==> src/rtl/store_merge_ctrl_pkg.sv <==
// Shared definitions for the dcache store-merge controller: line geometry,
// store size codes and the sequencing FSM states.
package store_merge_ctrl_pkg;

    // The merge unit is built for 64-byte lines only.
    localparam int OFFSET_LEN = 6;
    localparam int LINE_W     = 1 << (OFFSET_LEN + 3);

    // Store size codes as carried on req_size.
    localparam logic [1:0] SZ_BYTE = 2'd0;
    localparam logic [1:0] SZ_HALF = 2'd1;
    localparam logic [1:0] SZ_WORD = 2'd2;
    localparam logic [1:0] SZ_NOP  = 2'd3;

    // Read-modify-write sequencing states.
    typedef enum logic [1:0] {
        ST_IDLE  = 2'd0,
        ST_READ  = 2'd1,
        ST_MERGE = 2'd2,
        ST_WRITE = 2'd3
    } state_e;

endpackage

==> src/rtl/store_merge_ctrl_insert_data.sv <==
// Line merge unit: overlays a byte, half-word or word onto a 512-bit line.
// Low offset bits below the access size are ignored (no alignment trap);
// with no write strobe set the line passes through unchanged.
module insert_data
    import store_merge_ctrl_pkg::*;
(
    input  logic [LINE_W-1:0]     origin_i,
    input  logic [OFFSET_LEN-1:0] offset_i,
    input  logic [31:0]           data_i,
    input  logic                  byte_write_i,
    input  logic                  half_word_write_i,
    input  logic                  word_write_i,
    output logic [LINE_W-1:0]     result_o
);

    // Replace the addressed lane of the line with the right-aligned store data.
    always_comb begin
        result_o = origin_i;
        if (word_write_i) begin
            result_o[{offset_i[5:2], 5'b0} +: 32] = data_i;
        end else if (half_word_write_i) begin
            result_o[{offset_i[5:1], 4'b0} +: 16] = data_i[15:0];
        end else if (byte_write_i) begin
            result_o[{offset_i, 3'b0} +: 8] = data_i[7:0];
        end
    end

endmodule

==> src/rtl/store_merge_ctrl.sv <==
// Store merge controller: queues store hits, performs a read-modify-write of
// the target dcache line and coalesces consecutive stores to the same line
// into a single write-back. Also flags loads that target a line with a
// pending store.
//
// Handshake: a store is accepted on any rising edge where req_valid and
// req_ready are both high; req_ready depends only on queue occupancy, so it
// never reflects a pop happening in the same cycle.
module store_merge_ctrl
    import store_merge_ctrl_pkg::*;
#(
    parameter int Offset_len = 6,
    parameter int Index_len  = 6,
    parameter int Depth      = 4
) (
    input  logic                 clk,
    input  logic                 rst,
    input  logic                 req_valid,
    output logic                 req_ready,
    input  logic [31:0]          req_addr,
    input  logic [31:0]          req_data,
    input  logic [1:0]           req_size,
    output logic                 ram_ren,
    output logic [Index_len-1:0] ram_raddr,
    input  logic [LINE_W-1:0]    ram_rdata,
    output logic                 ram_wen,
    output logic [Index_len-1:0] ram_waddr,
    output logic [LINE_W-1:0]    ram_wdata,
    output logic                 dirty_set,
    input  logic [Index_len-1:0] ld_idx,
    output logic                 ld_conflict,
    output logic                 idle,
    output logic [1:0]           dbg_state
);

    localparam int PTR_W = $clog2(Depth);

    // Store queue storage (contents need no reset; occupancy is tracked by count_q).
    logic [Index_len-1:0]  q_idx_q  [Depth];
    logic [Offset_len-1:0] q_off_q  [Depth];
    logic [31:0]           q_data_q [Depth];
    logic [1:0]            q_size_q [Depth];

    logic [PTR_W-1:0] wr_ptr_q, rd_ptr_q;
    logic [PTR_W:0]   count_q;
    logic             push, pop, q_empty, q_full;

    logic [Index_len-1:0]  head_idx;
    logic [Offset_len-1:0] head_off;
    logic [31:0]           head_data;
    logic [1:0]            head_size;

    state_e               state_q, state_d;
    logic [Index_len-1:0] line_idx_q, line_idx_d;
    logic [LINE_W-1:0]    line_buf_q, line_buf_d;

    logic [LINE_W-1:0] merge_origin, merged;
    logic              unused_addr_hi;

    assign unused_addr_hi = ^req_addr[31:Offset_len+Index_len];

    assign q_empty   = (count_q == '0);
    assign q_full    = (count_q == (PTR_W+1)'(Depth));
    assign req_ready = !q_full;
    assign push      = req_valid && req_ready;

    assign head_idx  = q_idx_q[rd_ptr_q];
    assign head_off  = q_off_q[rd_ptr_q];
    assign head_data = q_data_q[rd_ptr_q];
    assign head_size = q_size_q[rd_ptr_q];

    // Capture an accepted store into the tail slot.
    always_ff @(posedge clk) begin
        if (push) begin
            q_idx_q[wr_ptr_q]  <= req_addr[Offset_len+Index_len-1:Offset_len];
            q_off_q[wr_ptr_q]  <= req_addr[Offset_len-1:0];
            q_data_q[wr_ptr_q] <= req_data;
            q_size_q[wr_ptr_q] <= req_size;
        end
    end

    // Queue pointers and occupancy; push and pop may coincide.
    always_ff @(posedge clk) begin
        if (rst) begin
            wr_ptr_q <= '0;
            rd_ptr_q <= '0;
            count_q  <= '0;
        end else begin
            if (push) wr_ptr_q <= wr_ptr_q + PTR_W'(1);
            if (pop)  rd_ptr_q <= rd_ptr_q + PTR_W'(1);
            case ({push, pop})
                2'b10:   count_q <= count_q + (PTR_W+1)'(1);
                2'b01:   count_q <= count_q - (PTR_W+1)'(1);
                default: count_q <= count_q;
            endcase
        end
    end

    // The first store of a line merges into the fresh RAM data; later
    // coalesced stores merge into the line buffer.
    assign merge_origin = (state_q == ST_READ) ? ram_rdata : line_buf_q;

    insert_data u_insert_data (
        .origin_i          (merge_origin),
        .offset_i          (head_off),
        .data_i            (head_data),
        .byte_write_i      (head_size == SZ_BYTE),
        .half_word_write_i (head_size == SZ_HALF),
        .word_write_i      (head_size == SZ_WORD),
        .result_o          (merged)
    );

    // Read-modify-write sequencing and coalescing decisions.
    always_comb begin
        state_d    = state_q;
        line_idx_d = line_idx_q;
        line_buf_d = line_buf_q;
        pop        = 1'b0;
        ram_ren    = 1'b0;
        ram_raddr  = '0;
        ram_wen    = 1'b0;
        dirty_set  = 1'b0;
        case (state_q)
            ST_IDLE: begin
                if (!q_empty) begin
                    ram_ren    = 1'b1;
                    ram_raddr  = head_idx;
                    line_idx_d = head_idx;
                    state_d    = ST_READ;
                end
            end
            ST_READ: begin
                // The head is still the store that started this line.
                line_buf_d = merged;
                pop        = 1'b1;
                state_d    = ST_MERGE;
            end
            ST_MERGE: begin
                if (!q_empty && (head_idx == line_idx_q)) begin
                    line_buf_d = merged;
                    pop        = 1'b1;
                end else begin
                    state_d = ST_WRITE;
                end
            end
            ST_WRITE: begin
                ram_wen   = 1'b1;
                dirty_set = 1'b1;
                state_d   = ST_IDLE;
            end
            default: state_d = ST_IDLE;
        endcase
    end

    // FSM and line-buffer registers.
    always_ff @(posedge clk) begin
        if (rst) begin
            state_q    <= ST_IDLE;
            line_idx_q <= '0;
            line_buf_q <= '0;
        end else begin
            state_q    <= state_d;
            line_idx_q <= line_idx_d;
            line_buf_q <= line_buf_d;
        end
    end

    assign ram_waddr = line_idx_q;
    assign ram_wdata = line_buf_q;
    assign idle      = q_empty && (state_q == ST_IDLE);
    assign dbg_state = state_q;

    // Load conflict: any queued store or the line being built hits ld_idx.
    always_comb begin
        logic [PTR_W-1:0] rel;
        rel         = '0;
        ld_conflict = (state_q != ST_IDLE) && (line_idx_q == ld_idx);
        for (int i = 0; i < Depth; i++) begin
            rel = PTR_W'(i) - rd_ptr_q;
            if (({1'b0, rel} < count_q) && (q_idx_q[i] == ld_idx)) begin
                ld_conflict = 1'b1;
            end
        end
    end

endmodule

==> config.mk <==
export PLATFORM = sky130hd
export DESIGN_NAME = store_merge_ctrl
export DESIGN_NICKNAME = d
export VERILOG_FILES = /design/src/rtl/store_merge_ctrl_pkg.sv /design/src/rtl/store_merge_ctrl_insert_data.sv /design/src/rtl/store_merge_ctrl.sv
export SDC_FILE = /design/constraint.sdc
export NUM_CORES = 2
export LEC_CHECK = 0
export CAP_MARGIN = 20
export CORE_AREA = 3 3 431 433
export CTS_CLUSTER_DIAMETER = 100
export DETAILED_ROUTE_END_ITERATION = 7
export DIE_AREA = 0 0 434 436
export PLACE_DENSITY = 0.47
export SYNTH_ARGS = -nofsm -noshare
export SYNTH_HDL_FRONTEND = slang
export SYNTH_SLANG_ARGS = --single-unit
==> constraint.sdc <==
create_clock -name clk -period 5.04 [get_ports clk]
set_input_delay 1.008 -clock clk [delete_from_list [all_inputs] [get_ports clk]]
set_output_delay 1.008 -clock clk [all_outputs]
set_load 0.1 [all_outputs]
* After elaboration in Yosys (flattened, before gate mapping)
Memories as Yosys holds them, arrays and structs flattened. A register that Yosys moved wholly into a read port is not among the register bits.
Cells that the tools add are included.
** Storage, ports and cells
- Memories :: 4
- Input bits :: 587
- Memory bits (writable) :: 184
- Bits in read-only memories :: 0
- Bits in latches :: 0
- Word-level logic and storage cells :: 102
- Output and inout bits :: 532
- Register bits after elaboration :: 527
** Operators by class
- Add/subtract/negate cells :: 11
- Reduce and logical (&&, ||, !) cells :: 19
- $lt $le $gt $ge :: 4
- $mul :: 0
- Bitwise operators :: 1
- Div/mod/pow operators :: 0
- Eq/ne operators :: 17
- Mux-type cells :: 34
- Shift-type cells :: 6
** Memories
- q_data_q :: depth 4, bits a word 32, read ports 1, clocked after Yosys merged registers in 1, write ports 1, line store_merge_ctrl.sv:41 : logic [31:0] q_data_q [Depth];
- q_idx_q :: depth 4, bits a word 6, read ports 5, clocked after Yosys merged registers in 1, write ports 1, line store_merge_ctrl.sv:39 : logic [Index_len-1:0] q_idx_q [Depth];
- q_off_q :: depth 4, bits a word 6, read ports 1, clocked after Yosys merged registers in 1, write ports 1, line store_merge_ctrl.sv:40 : logic [Offset_len-1:0] q_off_q [Depth];
- q_size_q :: depth 4, bits a word 2, read ports 1, clocked after Yosys merged registers in 1, write ports 1, line store_merge_ctrl.sv:42 : logic [1:0] q_size_q [Depth];
** Operator list (number)
- $mux W512 :: 5
- $bwmux W512 :: 3
- $pmux W512 S2 :: 1
- $shift A16 B11 Y512 const A :: 1
- $shift A32 B11 Y512 const A :: 1
- $shift A8 B11 Y512 const A :: 1
- $shiftx A16 B11 Y512 :: 1
- $shiftx A32 B11 Y512 :: 1
- $shiftx A8 B11 Y512 :: 1
- $eq A6 B6 Y1 :: 6
- $neg A9 Y11 :: 3
- $mux W2 :: 10
- $lt A2 B3 Y1 :: 4
- $mux W6 :: 2
- $mux W1 :: 10
- $eq A2 B2 Y1 const B :: 4
- $logic_and A1 B1 Y1 :: 8
- $pmux W2 S4 :: 1
- $eq A2 B1 Y1 const B :: 3
- $ne A2 B2 Y1 const B :: 3
- $pmux W3 S2 :: 1
- $reduce_and A2 Y1 :: 3
- $reduce_bool A2 Y1 :: 3
- $add A2 B1 Y2 const B :: 2
- other kinds (10) :: 14

* Logic depth before layout (Yosys ltp)
- Depth in word-level cells :: 8
- Gate-level depth with buffers :: 20
- Gate-level depth less buffers :: 12

* Cells and area by module
A second synthesis with hierarchy kept.
** Second synthesis, totals
- Cell total of the unflattened synthesis :: 6991
- Area, all modules :: 60449.2 µm²
** By module, submodules not included
- store_merge_ctrl :: area each 36867.9 µm², cells each 3213, times used 1, seq. area each 16115.5 µm²
- insert_data :: area each 23581.4 µm², cells each 3778, times used 1, seq. area each 0.0 µm²

* Least setup slack after synthesis
Ideal clock, no wire load.
- Kind :: register to register
- Start :: register with a tool-made name
- End :: register line_buf_q[352] (netlist: ram_wdata[352])
- Data required time :: 4.966 ns
- Slack :: 0.617 ns
- Stages on the path, launching flop included :: 19
- Arrival :: 4.349 ns
- Path through :: dfxtp_1 -> buf_6 -> buf_6 -> mux4_2 -> buf_2 -> buf_2 -> buf_2 -> inv_1 -> ha_1 -> clkbuf_1 -> nor2b_1 -> a22o_1 -> clkbuf_2 -> nand3_1 -> a2111oi_4 -> o21bai_1 -> buf_2 -> mux2_2 -> o21ai_0
** RTL lines
- end signal: assignment :: line store_merge_ctrl.sv:164 : line_buf_q <= line_buf_d;
- end: declaration :: line store_merge_ctrl.sv:55 : logic [LINE_W-1:0] line_buf_q, line_buf_d;

==> results.txt <==
first-pass GRT wire length - 506000 um
Die H - 436 um
most common cell after layout, fill and taps aside - clkdlybuf4s50_1
top_reg_cell synth - dfxtp_1
PostCTS Resize Cnt - 0
DRT iter0 DRCs - 8188
layout cells sized above 1 - 11.8%
max cap viols - 0
Routed WL per cell - 39.2 um
largest area contributor in the synthesized netlist - dfxtp_1
CTS Buf Count - 96
Detailed Route WL - 380000 um
total internal power - 22.1 mW
clock network fraction of design power - 13.0%
sequential share of the synthesized area - 31.1%
vias in the first global route - 57462
pin count of the biggest net entering global routing - 201
skew final - 0.0409 ns
post-synthesis async set-or-reset flop share - 0%
fin nets - 7759
worst min path class - reg -> reg
DP Worst Slack - 0.509 ns
power density cells - 806 mW/mm2
Post-Synth Adder-Cell Area - 0.473%
dpl hpwl - 270000 um
Post-synth EDFFs - 184
Peak VDD IR - 0.455 mV
Post-Syn Area - 0.0518 mm2
setup_tns - 0 ns
Layout area overhead - 35.1%
outcome - finished clean
LEAKAGE - 25.5 nW
via count - 62497
Core ar. - 0.182 mm2
Buffers on Ports - 1098
RePlAce Congestion - 0.988
CTS clk-pin slew, worst paths - 0.06 ns
Final Max Slew Viols - 0
Num Clock Sinks - 713
initial antenna violation count - 92
H-tree lvl count - 3
r2r setup slk - 0.26 ns
Fin. Hold Viols - 0
post-synthesis compound-gate area fraction - 30.3%
FMAX - 209 MHz
Tmin final - 4.78 ns
worst-margin pin slew - 1.26 ns
Switching Share - 60.9%
clk root buf - clkbuf_16
sequential share of power - 17.0%
most frequent cells in the layout - 1053 x clkdlybuf4s50_1, 657 x mux2i_1, 577 x nand2_1
Cells after Synth - 6334
Post-DRT Antenna Nets - 0
Switch Pwr - 34.3 mW
Initial Util - 28.4%
worst-skew pair later-pin latency - 0.76 ns
synth top area cells - dfxtp_1 20%, mux2i_1 13%, edfxtp_1 11%, a21oi_1 5.6%, o21ai_0 4.4%
Critical Path AT - 5.38 ns
WS Path Type - reg -> reg
worst r2r path cells - 13
Remaining Overflow, GRT - 0
RSZ-0062 raised after global routing - no
Netlist cell types - 115
Top-Level Pins - 1119
row cnt - 157
Worst slew margin - 15.6%
Final WS setup - 0.261 ns
WP data required - 5.64 ns
mux cell area share after synthesis - 17.5%
die footprint - 0.189 mm2
CP Capture Point - ram_wdata[22]$_SDFFE_PP0P_
yosys warns - 0
CTS max path bufs - 3
Syn Area/Cell - 8.18 um2
Setup Buffers After CTS - 0
Worst setup SP type - flop
Synth Area in Simple Gates - 13.8%
CTS tree - yes
CP max FO - 24
crit end category - flop
final setup violating endpoints - 0
Post-Synth XOR/XNOR Area - 0.877%
share of the synthesized area in the top cell type - 20.4%
Global Route Usage Sum - 38.1%
period utilization - 94.8%
Syn Nets - 6940
Comb pwr share - 70.0%
synthesis-stage register bit count - 713
largest family of logic cells by synthesized area - compound AO/OA/AOI/OAI gates
reg2reg end - ram_wdata[22]$_SDFFE_PP0P_
vias per cell - 6.46
hold-fix buffers at CTS - 0
die span in x - 434 um
DRC - 0
DR pass1 iterations - 8
[Yosys cell counts, types with 44 or more instances]
cell type / number
a211oi_1: 137
a21oi_1: 576
a221oi_1: 92
a31oi_1: 282
and3_1: 44
buf_1: 51
buf_2: 79
clkbuf_1: 559
dfxtp_1: 529
edfxtp_1: 184
inv_1: 59
mux2_2: 145
mux2i_1: 669
nand2_1: 581
nand3_1: 92
nor2_1: 450
nor3_1: 159
o211ai_1: 283
o21ai_0: 451
o221ai_1: 132
or3_1: 76
[worst max-delay path, stage by stage (launching register included)]
cell	delay [ns]
dfxtp_4	0.56
mux4_2	0.68
inv_1	0.13
ha_1	0.17
inv_1	0.06
buf_4	0.21
nor3b_2	0.55
o21ai_1	0.21
buf_4	0.21
a21oi_2	0.95
a21oi_2	0.27
buf_4	0.31
mux2i_1	0.16
a31oi_1	0.10
[sequential cells by signal, indices dropped and copies added, names as in the netlist, named ones only]
register,flops
ram_waddr,6
dbg_state,2
q_off_q,24
wr_ptr_q,2
rd_ptr_q,2
count_q,3
q_idx_q,24
q_size_q,8
ram_wdata,512
q_data_q,128
[power groups by stage]
stage	clock network [mW]	logic, mW	registers [mW]
after global placement	0	38.1	9.58
after detailed placement	0	38.5	9.59
final	7.35	39.5	9.57
after CTS	7.41	38.6	9.50
after global routing	7.59	40.5	9.67
after floorplan	0	14.2	20.2
[per-stage QoR]
| stage | power (mW) | cell area (um2) | instances | util (%) | hold WS (ns) |
|---|---|---|---|---|---|
| 3_3_place_gp | 47.7 | 66300 | 9427 | 36.4 | 0.453 |
| 3_5_place_dp | 48.1 | 66500 | 9436 | 36.5 | 0.462 |
| 6_report | 56.4 | 70000 | 9680 | 38.3 | 0.470 |
| 2_1_floorplan | 34.4 | 51800 | 6334 | - | 0.469 |
| 5_1_grt | 57.8 | 69900 | 9657 | 38.3 | 0.498 |
| 4_1_cts | 55.6 | 69700 | 9613 | 38.2 | 0.472 |
[logic make-up after synthesis]
group,after synthesis
compound gates,2362
flops,713
xor+xnor,51
buf+inv,768
mux,848
fa+ha+maj,19
simple gates,1573
[metal layers]
layer / vias up / global-route usage [%] / share of wire [%]
li1: 26009 / - / -
met1: 30995 / 46.5 / 38
met2: 4438 / 58.2 / 44
met3: 1027 / 9.90 / 10
met4: 28 / 26.5 / 8.0
met5: - / 0 / 0.053
[cell type report]
class                      count  area (um2)
inverter                      60         233
clock buffer                 135        2700
fill                       18694      113000
tap                         2385        2980
sequential                   713       16100
multi-input combinational   4853       33300
timing repair buffer        1429       13900
antenna                       63         158
clock inverter                42         519
[worst min-delay path by stage]
| stage | from | end | slack, ns | cells after the start |
|---|---|---|---|---|
| 2_1_floorplan | wr_ptr_q[1]$_SDFFE_PP0P_ | wr_ptr_q[1]$_SDFFE_PP0P_ | 0.47 | 2 |
| 3_3_place_gp | ram_wdata[327]$_SDFFE_PP0P_ | ram_wdata[327]$_SDFFE_PP0P_ | 0.45 | 2 |
| 3_5_place_dp | ram_wdata[292]$_SDFFE_PP0P_ | ram_wdata[292]$_SDFFE_PP0P_ | 0.46 | 1 |
| 4_1_cts | ram_wdata[0]$_SDFFE_PP0P_ | ram_wdata[0]$_SDFFE_PP0P_ | 0.47 | 2 |
| 5_1_grt | ram_wdata[2]$_SDFFE_PP0P_ | ram_wdata[2]$_SDFFE_PP0P_ | 0.50 | 2 |
| 6_report | ram_wdata[0]$_SDFFE_PP0P_ | ram_wdata[0]$_SDFFE_PP0P_ | 0.47 | 2 |
No activity file was read; power rests on OpenSTA's default activity.
